==> config.mk <==
export PLATFORM = sky130hd
export DESIGN_NAME = i2c_reg_sequencer
export DESIGN_NICKNAME = d
export VERILOG_FILES = /design/src/rtl/i2c_pkg.sv /design/src/rtl/i2c_reg_sequencer.sv
export SDC_FILE = /design/constraint.sdc
export NUM_CORES = 1
export LEC_CHECK = 0
export BUFFER_PORTS_ARGS = -buffer_cell sky130_fd_sc_hd__buf_2
export CORE_ASPECT_RATIO = 1.5
export CORE_MARGIN = 2
export CORE_UTILIZATION = 50
export DETAILED_ROUTE_END_ITERATION = 8
export PLACE_DENSITY = 0.75
export SLEW_MARGIN = 20
export SYNTH_ARGS = -nofsm -noshare
export SYNTH_HDL_FRONTEND = slang
export SYNTH_SLANG_ARGS = --single-unit
==> constraint.sdc <==
create_clock -name clk -period 2 [get_ports clk]
set_input_delay 0.4 -clock clk [delete_from_list [all_inputs] [get_ports clk]]
set_output_delay 0.4 -clock clk [all_outputs]
set_load 0.02 [all_outputs]
==> src/rtl/i2c_pkg.sv <==
// Shared I2C command encodings and sequencer state type used by the
// register sequencer and the byte-level i2c_master it drives.
package i2c_pkg;

    localparam logic [2:0] CMD_START   = 3'b000;
    localparam logic [2:0] CMD_WR      = 3'b001;
    localparam logic [2:0] CMD_RD      = 3'b010;
    localparam logic [2:0] CMD_STOP    = 3'b011;
    localparam logic [2:0] CMD_RESTART = 3'b100;

    // Last-byte marker for a single-byte read: the master NACKs it.
    localparam logic [7:0] RD_LAST_BYTE = 8'h01;

    typedef enum logic [2:0] {
        IDLE,
        ISSUE,
        GUARD,
        WAIT,
        RESP
    } seq_state_t;

endpackage

==> src/rtl/i2c_reg_sequencer.sv <==
// Walks i2c_master through one single-byte register write or read per request,
// aborting to STOP on any NACKed written byte and returning one response.
module i2c_reg_sequencer
    import i2c_pkg::*;
(
    input  logic       clk,
    input  logic       rst_n,
    input  logic       req_valid,
    output logic       req_ready,
    input  logic       req_rw,
    input  logic [6:0] req_dev,
    input  logic [7:0] req_reg,
    input  logic [7:0] req_wdata,
    output logic       rsp_valid,
    output logic [7:0] rsp_rdata,
    output logic       rsp_nack,
    output logic [2:0] rsp_step,
    output logic [2:0] m_cmd,
    output logic [7:0] m_din,
    output logic       m_wr_i2c,
    input  logic       m_ready,
    input  logic       m_done_tick,
    input  logic       m_ack,
    input  logic [7:0] m_dout
);

    seq_state_t r_state;
    logic       r_rw;
    logic [6:0] r_dev;
    logic [7:0] r_reg;
    logic [7:0] r_wdata;
    logic [2:0] r_step;
    logic       r_got_done;
    logic       r_ack;
    logic [2:0] r_m_cmd;
    logic [7:0] r_m_din;
    logic       r_m_wr;
    logic       r_rsp_valid;
    logic [7:0] r_rsp_rdata;
    logic       r_rsp_nack;
    logic [2:0] r_rsp_step;

    logic [2:0] w_cmd;
    logic [7:0] w_din;
    logic [2:0] w_stop_step;
    logic       w_byte_step;
    logic       w_ack_now;
    logic       w_step_done;

    // Step list decode; indices past the last real step fall through to STOP.
    always_comb begin
        // NOTE: every always_comb output gets a default first so no path can infer a latch.
        w_cmd       = CMD_STOP;
        w_din       = 8'h00;
        w_stop_step = r_rw ? 3'd6 : 3'd4;
        case ({r_rw, r_step})
            4'b0_000: w_cmd = CMD_START;
            4'b0_001: begin w_cmd = CMD_WR; w_din = {r_dev, 1'b0}; end
            4'b0_010: begin w_cmd = CMD_WR; w_din = r_reg;         end
            4'b0_011: begin w_cmd = CMD_WR; w_din = r_wdata;       end
            4'b1_000: w_cmd = CMD_START;
            4'b1_001: begin w_cmd = CMD_WR; w_din = {r_dev, 1'b0}; end
            4'b1_010: begin w_cmd = CMD_WR; w_din = r_reg;         end
            4'b1_011: w_cmd = CMD_RESTART;
            4'b1_100: begin w_cmd = CMD_WR; w_din = {r_dev, 1'b1}; end
            4'b1_101: begin w_cmd = CMD_RD; w_din = RD_LAST_BYTE;  end
            default:  w_cmd = CMD_STOP;
        endcase
    end

    // Byte steps finish on done_tick (possibly the same cycle ready returns);
    // bus-condition steps finish as soon as the master is ready again.
    assign w_byte_step = (r_m_cmd == CMD_WR) || (r_m_cmd == CMD_RD);
    assign w_ack_now   = m_done_tick ? m_ack : r_ack;
    assign w_step_done = m_ready && (!w_byte_step || r_got_done || m_done_tick);

    always_ff @(posedge clk or negedge rst_n) begin
        if (!rst_n) begin
            r_state     <= IDLE;
            r_rw        <= 1'b0;
            r_dev       <= 7'h00;
            r_reg       <= 8'h00;
            r_wdata     <= 8'h00;
            r_step      <= 3'd0;
            r_got_done  <= 1'b0;
            r_ack       <= 1'b0;
            r_m_cmd     <= CMD_START;
            r_m_din     <= 8'h00;
            r_m_wr      <= 1'b0;
            r_rsp_valid <= 1'b0;
            r_rsp_rdata <= 8'h00;
            r_rsp_nack  <= 1'b0;
            r_rsp_step  <= 3'd0;
        end else begin
            // NOTE: sequential state uses non-blocking assignments only, so every
            // branch below sees the pre-edge values of all registers.
            case (r_state)
                IDLE: begin
                    if (req_valid) begin
                        r_rw        <= req_rw;
                        r_dev       <= req_dev;
                        r_reg       <= req_reg;
                        r_wdata     <= req_wdata;
                        r_step      <= 3'd0;
                        r_rsp_rdata <= 8'h00;
                        r_rsp_nack  <= 1'b0;
                        r_rsp_step  <= 3'd0;
                        r_state     <= ISSUE;
                    end
                end
                ISSUE: begin
                    if (m_ready) begin
                        r_m_cmd <= w_cmd;
                        r_m_din <= w_din;
                        r_m_wr  <= 1'b1;
                        r_state <= GUARD;
                    end
                end
                GUARD: begin
                    // Master still shows ready this cycle; it drops it one cycle later.
                    r_m_wr     <= 1'b0;
                    r_got_done <= 1'b0;
                    r_ack      <= 1'b0;
                    r_state    <= WAIT;
                end
                WAIT: begin
                    if (m_done_tick && w_byte_step) begin
                        r_got_done <= 1'b1;
                        r_ack      <= m_ack;
                        if (r_m_cmd == CMD_RD)
                            r_rsp_rdata <= m_dout;
                    end
                    if (w_step_done) begin
                        if (r_m_cmd == CMD_STOP) begin
                            r_rsp_valid <= 1'b1;
                            r_state     <= RESP;
                        end else begin
                            r_state <= ISSUE;
                            if (r_m_cmd == CMD_WR && w_ack_now) begin
                                r_rsp_nack <= 1'b1;
                                r_rsp_step <= r_step;
                                r_step     <= w_stop_step;
                            end else begin
                                r_step <= r_step + 3'd1;
                            end
                        end
                    end
                end
                RESP: begin
                    r_rsp_valid <= 1'b0;
                    r_state     <= IDLE;
                end
                default: r_state <= IDLE;
            endcase
        end
    end

    assign req_ready = (r_state == IDLE);
    assign rsp_valid = r_rsp_valid;
    assign rsp_rdata = r_rsp_rdata;
    assign rsp_nack  = r_rsp_nack;
    assign rsp_step  = r_rsp_step;
    assign m_cmd     = r_m_cmd;
    assign m_din     = r_m_din;
    assign m_wr_i2c  = r_m_wr;

endmodule
==> results.yml, run 1 <==
clocking:
  clkLatencyLatePin_ns: 0.33
  cts-root-buf: "clkbuf_8"
  clock_path_buffers: 2
  cts_tree: "built"
  cts_buffers: 9
  cts_max_level: 3
  cts_sinks: 57
  clk_pin_slew_ns: 0.06
synthesis:
  synth_area_um2: 2581
  yosys_warnings: 0
  syn_nets: 323
  synth-edff-count: 0
  async_reset_ff_frac: 1.000
  synth_cells: 281
  synth_common_cells: "nand2_1, dfrtp_1, o21ai_0, nor2_1, a21oi_1"
  synth.most_common_cell: "nand2_1"
  ys_seq_area_frac: 0.5526
  yosys.area.top_type: "dfrtp_1"
  ys_ff_latch: 57
  synth_area_leaders: "dfrtp_1, nand2_1, o21ai_0"
  synth.avg_cell_area_um2: 9.186
  synth.distinct_cells: 38
  synth_top_area_frac: 0.5526
  synthFlopType: "dfrtp_1"
floorplanning:
  coreArea_um2: 5045
  die-width_um: 62.67
  io_pins: 64
  die-area_um2: 5765
  rows: 32
  initial_utilization: 0.5117
  dieHeight_um: 92
critical_path:
  crit_top_cell: "inv_1"
  end_kind: "flip-flop"
  cp.required_ns: 2.24
  arrival_ns: 2.06
  cp_slowest_cell: "o21ai_1"
  cpPeakStageDelay_ns: 0.48
  path_max_fanout: 7
  path_class: "flip-flop to flip-flop"
  worst_setup_path_start_kind: "flip-flop"
  worstPathCellList: "inv_1 -> ha_1 -> inv_1 -> o21ai_1 -> a222oi_1 -> a21oi_1"
finish:
  nFillCells: 442
  fin_util: 0.6453
  final_cells: 426
  area_growth_pct: 26.13
  nets: 395
  antenna_cells: 0
  drive_above_1_share: 0.2765
detailed_routing:
  drt-initial-drc-count: 154
  wl_per_cell_um: 12.98
  drc_errors: 0
  drt_wl_total_mm: 5.531
  vias: 2178
  vias_per_cell: 5.113
  drtAntennaViolNets: 0
  first_pass_iters: 4
timing:
  fmax_mhz: 550.7
  clock_skew_ns: 0.006260
  finalSetupViolCount: 0
  drv_slew: 0
  tightest_slew_ns: 0.6328
  whs_ns: 0.05271
  fin_crit_ns: 1.816
  hold_viol: 0
  timing.final.crit_share: 0.9079
  relSlewSlack: 0.5773
power_and_ir_drop:
  p_leak_nw: 1.682
  power_density_nw_per_um2: 1494
  vdd_drop_max_v: 0.0007631
place:
  dp.cells: 410
  gp_congestion: 0.8395
  io_buffers: 63
  dp_hpwl_mm: 3.892
global_route:
  antenna_found_initial: 0
  grt_use_total: 0.2101
  grt_pass1_vias: 2182
  grt_start_max_net_pins: 58
  gr-total-overflow: 0
  grt_pass1_wl_mm: 9.563
min_path:
  min_path_type: "input port to async pin"
job:
  max_cap_violations: 0
status:
  status: "complete, no violations"
critical path: cells and delay by family, from the launching register on:
kind	cells	cell delay, ns
AOI/OAI and AO/OA	3	0.89
adders and majority gates	1	0.23
buffers and inverters	2	0.20
DFF	1	0.41
cell usage in the layout, fill, tap and decap left out, types with 3 or more instances in the layout:
cell,count
a21oi_1,13
a222oi_1,7
buf_2,63
buf_4,12
clkbuf_8,12
dfrtp_1,57
ha_1,4
inv_1,6
mux2i_1,7
nand2_1,102
nand2b_1,3
nor2_1,16
nor3_1,3
o21ai_0,17
or3_1,3
metrics by stage:
stage | setup slack (ns) | total power, mW | setup TNS [ns] | area (um2)
CTS | 0.1235 | 4.901 | 0 | 3251
global placement | 0.2550 | 3.723 | 0 | 3043
floorplan | 0.3545 | 3.154 | 0 | 2581
detailed placement | 0.1240 | 3.774 | 0 | 3043
finish | 0.1842 | 4.864 | 0 | 3256
global route | -0.006038 | 5.230 | -0.01250 | 3256
area by class of cell:
| class | count | area, um2 | share of cell area |
|---|---|---|---|
| clock buffers | 14 | 172.7 | 0.05304 |
| flip-flops and latches | 57 | 1426 | 0.4381 |
| inverters | 6 | 22.52 | 0.006918 |
| multi-input cells | 203 | 1089 | 0.3344 |
| well taps | 68 | 85.08 | 0.02613 |
| clock inverters | 2 | 35.03 | 0.01076 |
| repair buffers | 76 | 425.4 | 0.1307 |
per-layer routing:
layer / part of all wire / up-vias / global-route usage / wire (um)
li1: - / 1091 / - / -
met1: 0.43 / 1029 / 0.2537 / 2399
met2: 0.51 / 49 / 0.3611 / 2825
met3: 0.041 / 9 / 0.04908 / 225
met4: 0.015 / 0 / 0.08333 / 81
met5: 0 / - / 0 / 0
report_power, final:
part	switching (mW)	total (mW)	leakage (nW)	internal, mW
Clock	0.433	1.11	0.107	0.677
Combinational	1.10	1.82	0.856	0.725
Sequential	0.300	1.93	0.720	1.63
final timing paths:
| kind | startpoint | end | slack, ns | cells past startpoint |
|---|---|---|---|---|
| max reg2reg | r_step[1]$_DFFE_PN0P_ | m_din[3]$_DFFE_PN0P_ | 0.18 | 6 |
| max in group asynchronous | rst_n | m_din[0]$_DFFE_PN0P_ | 1.68 | 2 |
| min | rst_n | rsp_rdata[6]$_DFFE_PN0P_ | 0.05 | 2 |
| min in group clk | req_wdata[7] | r_wdata[7]$_DFFE_PN0P_ | 0.26 | 3 |
| max | r_step[1]$_DFFE_PN0P_ | m_din[3]$_DFFE_PN0P_ | 0.18 | 6 |
| min reg2reg | r_wdata[2]$_DFFE_PN0P_ | r_wdata[2]$_DFFE_PN0P_ | 0.48 | 2 |
cells by family (layout without fill, tap and decap cells):
kind of cell	Yosys count	count (layout)	synth area share
AND/OR/NAND/NOR	142	142	0.2366
flip-flops	57	57	0.5526
AO/OA/AOI/OAI	48	48	0.1251
buffers and inverters	21	98	0.03150
multiplexers	8	8	0.03151
adder cells (fa/ha/maj)	4	4	0.01939
XOR/XNOR	1	1	0.003394
what timing repair did:
action | 4_1_cts | 5_1_grt
gates resized for setup | 0 | 1
hold buffers | 0 | 0
buffers inserted | 0 | 0
setup endpoints to repair | 0 | 7
(Power assumes the default switching activity.)
==> run 2: changes to the inputs <==
--- a/config.mk
+++ b/config.mk
@@ -5,12 +5,13 @@
 export SDC_FILE = /design/constraint.sdc
 export NUM_CORES = 1
 export LEC_CHECK = 0
-export BUFFER_PORTS_ARGS = -buffer_cell sky130_fd_sc_hd__buf_2
+export ABC_CLOCK_PERIOD_IN_PS = 2000
 export CORE_ASPECT_RATIO = 1.5
 export CORE_MARGIN = 2
-export CORE_UTILIZATION = 50
+export CORE_UTILIZATION = 45
 export DETAILED_ROUTE_END_ITERATION = 8
-export PLACE_DENSITY = 0.75
+export DONT_BUFFER_PORTS = 1
+export PLACE_DENSITY = 0.59
 export SLEW_MARGIN = 20
 export SYNTH_ARGS = -nofsm -noshare
 export SYNTH_HDL_FRONTEND = slang
==> run 2 against run 1 <==
Combinational power is 25% lower; maximum frequency shrank 0.21%; clock skew up 0.0015 ns; critical path type unchanged.
==> results.yml, run 2 (synthesis results as in run 1) <==
status:
  status: "complete, no violations"
critical_path:
  cp.required_ns: 2.24
  cp_num_buf_inv: 0
  path_class: "flip-flop to flip-flop"
  reg2reg_setup_slack_ns: 0.18
  cp_top_family: "flip-flops"
  cpPeakStageDelay_ns: 0.51
  arrival_ns: 2.06
  worst_setup_path_start_kind: "flip-flop"
  end_kind: "flip-flop"
  cp_slowest_cell: "dfrtp_1"
  worstPathCellList: "xnor2_1 -> or4_4 -> a41oi_2 -> mux2i_1"
  path_max_fanout: 5
timing:
  tns_ns: 0
  relSlewSlack: 0.5676
  timing.final.crit_share: 0.9098
  clock_skew_ns: 0.007805
  fin_crit_ns: 1.820
  hold_viol: 0
  rsz0062_at_grt: "false"
  fmax_mhz: 549.6
  finalSetupViolCount: 0
  drv_slew: 0
  tightest_slew_ns: 0.6473
finish:
  nets: 334
  antenna_cells: 0
  layout_commonest_cell: "nand2_1"
  area_growth_pct: 15.56
  final_cells: 367
  fin_util: 0.5432
  drive_above_1_share: 0.1313
  layout_common_cells: "nand2_1, dfrtp_1, o21ai_0"
clocking:
  cts_sinks: 57
  cts_tree: "built"
  clock_path_buffers: 2
  clk_pin_slew_ns: 0.06
  cts-root-buf: "clkbuf_8"
  cts_buffers: 9
  postCtsSetupRepairBufs: 0
  clkLatencyLatePin_ns: 0.33
  cts_max_level: 3
power_and_ir_drop:
  vdd_drop_max_v: 0.0007075
  p_leak_nw: 1.433
  power_density_nw_per_um2: 1566
  power.total_mw: 4.672
floorplanning:
  coreArea_um2: 5492
  io_pins: 64
  die-area_um2: 6370
  rows: 33
  die-width_um: 65.84
  dieHeight_um: 96.76
  initial_utilization: 0.4700
detailed_routing:
  vias_per_cell: 5.381
  drt_wl_total_mm: 5.773
  wl_per_cell_um: 15.73
  drtAntennaViolNets: 0
  first_pass_iters: 5
  vias: 1975
  drt-initial-drc-count: 113
  drc_errors: 0
global_route:
  gr-total-overflow: 0
  grt_pass1_wl_mm: 9.956
  grt_start_max_net_pins: 58
  grt_use_total: 0.2040
  grt_pass1_vias: 2064
  antenna_found_initial: 0
place:
  dp.cells: 349
  gp_congestion: 0.7310
  dp_hpwl_mm: 4.006
  io_buffers: 0
min_path:
  min_path_type: "input port to flip-flop"
job:
  max_cap_violations: 0
run 2: cell count changes in the layout (fill, tap and decap cells not counted), sizes merged:
| cell | change |
|---|---|
| dlygate4sd3 | +1 |
| clkbuf | -2 |
| buf | -62 |
| clkinvlp | +1 |
| clkinv | +1 |
run 2: area by class of cell:
type / instances / area [um2]
Clock buffer: 12 / 155.1
Clock inverter: 4 / 51.30
Fill cell: 509 / 2509
Inverter: 6 / 22.52
Multi-Input combinational cell: 203 / 1092
Sequential cell: 57 / 1426
Tap cell: 70 / 87.58
Timing Repair Buffer: 15 / 147.6
run 2: worst paths after layout:
| check | start | to | cells after the start |
|---|---|---|---|
| max in group asynchronous | rst_n | rsp_step[0]$_DFFE_PN0P_ | 2 |
| min reg2reg | r_wdata[5]$_DFFE_PN0P_ | r_wdata[5]$_DFFE_PN0P_ | 2 |
| min in group asynchronous | rst_n | m_cmd[0]$_DFFE_PN0P_ | 2 |
| max | m_cmd[0]$_DFFE_PN0P_ | r_step[0]$_DFFE_PN0P_ | 4 |
| min | req_reg[2] | r_reg[2]$_DFFE_PN0P_ | 2 |
| max reg2reg | m_cmd[0]$_DFFE_PN0P_ | r_step[0]$_DFFE_PN0P_ | 4 |
run 2: metal layers:
metal / share of wire / track usage
met4: 0.017 / 0.08654
met5: 0 / 0
met1: 0.40 / 0.2408
met2: 0.52 / 0.3326
met3: 0.063 / 0.06744
run 2: what timing repair did:
action,4_1_cts,5_1_grt
hold buffers,2,0
hold endpoints to repair,57,0
resized for setup,0,1
setup endpoints to repair,0,1
run 2: metrics by stage:
step                cell area (um2)  worst slack [ns]  hold slack (ns)
floorplan                      2581            0.3545           0.1044
global placement               2730            0.1403           0.1059
detailed placement             2730           0.03953           0.1063
CTS                            2974           0.06941           0.1520
global route                   2983           0.07763           0.1501
finish                         2983            0.1805           0.1689
run 2: power breakdown:
part           switching (mW)  leakage [nW]  internal (mW)  total, mW
clock network           0.449         0.103          0.643       1.09
logic                   0.772         0.611          0.587       1.36
registers               0.590         0.720           1.63       2.22
total                    1.81          1.43           2.86       4.67
==> run 3: changes to the inputs <==
==> constraint.sdc (replaced) <==
create_clock -name clk -period 2 [get_ports clk]
set_input_delay 0.2 -clock clk [delete_from_list [all_inputs] [get_ports clk]]
set_output_delay 0.2 -clock clk [all_outputs]
set_load 0.02 [all_outputs]
==> run 3 against run 2 <==
Sequential power is essentially flat; critical path depth is the same; hold slack lost 0.089 ns; highest routed layer unchanged; power grew 3.8%; setup slack gained 0.017 ns; sequential share of layout area shrank 4.8 points; cell count grew 8.7%; routed wire length grew 7.2%; combinational power grew 5%; register-to-register slack gained 0.02 ns; final area grew 11%.
==> results.yml, run 3 (synthesis results as in run 1) <==
timing:
  rsz0062_at_grt: "false"
  tightest_slew_ns: 0.6707
  finalSetupViolCount: 0
  fmax_mhz: 554.8
  tns_ns: 0
  layout_setup_ws_ns: 0.1975
  fin_crit_ns: 1.802
  hold_viol: 0
  timing.final.crit_share: 0.9012
  relSlewSlack: 0.5520
  clock_skew_ns: 0.006722
  drv_slew: 0
power_and_ir_drop:
  p_leak_nw: 1.570
  vdd_drop_max_v: 0.0006370
  power_density_nw_per_um2: 1462
critical_path:
  r2r_cells: 4
  reg2reg_setup_slack_ns: 0.20
  cp.required_ns: 2.25
  end_kind: "flip-flop"
  path_max_fanout: 5
  path_class: "flip-flop to flip-flop"
  worst_setup_path_start_kind: "flip-flop"
  arrival_ns: 2.06
  timing.rr.start: "m_cmd[0]$_DFFE_PN0P_"
  r2r_end: "r_step[0]$_DFFE_PN0P_"
min_path:
  min_to: "r_state[1]$_DFFE_PN0P_"
  whs_path_depth: 2
  holdCritStartpoint: "m_ready"
  min_path_type: "input port to flip-flop"
place:
  io_buffers: 0
  place_ws_ns: 0.07894
  gp_congestion: 0.7201
  dp_hpwl_mm: 3.963
global_route:
  grt_pass1_wl_mm: 10.36
  gr-total-overflow: 0
  grt_start_max_net_pins: 58
  grt_pass1_vias: 2113
  antenna_found_initial: 0
  grt_use_total: 0.2128
floorplanning:
  die-area_um2: 6370
  dieHeight_um: 96.76
  die-width_um: 65.84
  rows: 33
  initial_utilization: 0.4700
  coreArea_um2: 5492
  io_pins: 64
detailed_routing:
  drc_errors: 0
  first_pass_iters: 4
  vias_per_cell: 5.336
  drtAntennaViolNets: 0
  vias: 2129
  wl_per_cell_um: 15.51
  drt-initial-drc-count: 127
  drt_wl_total_mm: 6.190
clocking:
  clkLatencyLatePin_ns: 0.33
  clk_pin_slew_ns: 0.07
  clock_path_buffers: 2
  cts_max_level: 3
  cts-root-buf: "clkbuf_8"
  cts_buffers: 9
  cts_sinks: 57
  cts_tree: "built"
finish:
  area_growth_pct: 28.45
  antenna_cells: 0
  fin_util: 0.6038
  layout_commonest_cell: "nand2_1"
  layout_common_cells: "nand2_1, dfrtp_1, dlygate4sd3_1"
  drive_above_1_share: 0.1155
  nets: 366
job:
  max_cap_violations: 0
status:
  status: "complete, no violations"
[run 3: changes by cell type in the layout (fill, tap and decap cells not counted)]
cell / delta
clkinv_2: +1
dlygate4sd3_1: +33
bufinv_16: +1
buf_12: -1
clkinvlp_4: -1
nor4_2: -1
clkbuf_8: -1
nor4_4: +1
[run 3: through the flow]
| stage | instance area, um2 | power [mW] | hold WS, ns | instances |
|---|---|---|---|---|
| 6_report | 3316 | 4.849 | 0.08044 | 399 |
| 5_1_grt | 3316 | 5.203 | 0.09650 | 399 |
| 4_1_cts | 3298 | 4.865 | 0.07363 | 399 |
| 3_5_place_dp | 2710 | 3.573 | -0.09382 | 348 |
| 3_3_place_gp | 2710 | 3.533 | -0.09426 | 348 |
| 2_1_floorplan | 2581 | 3.154 | -0.09559 | 281 |
[run 3: power breakdown]
group / internal, mW / switching (mW) / total [mW]
combinational: 0.625 / 0.805 / 1.43
clock: 0.733 / 0.459 / 1.19
sequential: 1.63 / 0.595 / 2.23
total: 2.99 / 1.86 / 4.85
[run 3: layout make-up]
cell class                      count  area (um2)
Clock inverter                      5       78.83
Tap cell                           70       87.58
Inverter                            6       22.52
Fill cell                         490        2176
Timing Repair Buffer               47       457.9
Multi-Input combinational cell    203        1101
Sequential cell                    57        1426
Clock buffer                       11       141.4
[run 3: critical path: stages, from the launching register on]
cell and delay [ns]:
dfrtp_1 0.51, xnor2_1 0.19, or4_4 0.47, a41oi_2 0.31
mux2i_1 0.24
[run 3: metal layers]
layer	routed length, um	share of wire	track usage	vias to the layer above
met4	110	0.018	0.09615	0
met5	0	0	0	-
met3	265	0.043	0.04651	8
met2	3247	0.52	0.3512	49
li1	-	-	-	1035
met1	2565	0.41	0.2604	1037
[run 3: repair_timing]
| action | 4_1_cts | 5_1_grt |
|---|---|---|
| endpoints found under the setup margin | 0 | 9 |
| setup buffers | 0 | 0 |
| endpoints found under the hold margin | 90 | 0 |
| hold buffers | 35 | 0 |
| gates resized for setup | 0 | 3 |
[run 3: how the worst max path moves through the flow]
stage,start,end,slack [ns],cells after the start
2_1_floorplan,m_cmd[1]$_DFFE_PN0P_,r_step[0]$_DFFE_PN0P_,0.35,4
3_3_place_gp,r_step[0]$_DFFE_PN0P_,m_din[0]$_DFFE_PN0P_,0.13,4
3_5_place_dp,r_step[0]$_DFFE_PN0P_,m_din[3]$_DFFE_PN0P_,0.08,4
4_1_cts,r_step[0]$_DFFE_PN0P_,m_din[0]$_DFFE_PN0P_,0.07,4
5_1_grt,m_cmd[0]$_DFFE_PN0P_,r_step[0]$_DFFE_PN0P_,0.09,4
6_report,m_cmd[0]$_DFFE_PN0P_,r_step[0]$_DFFE_PN0P_,0.20,4
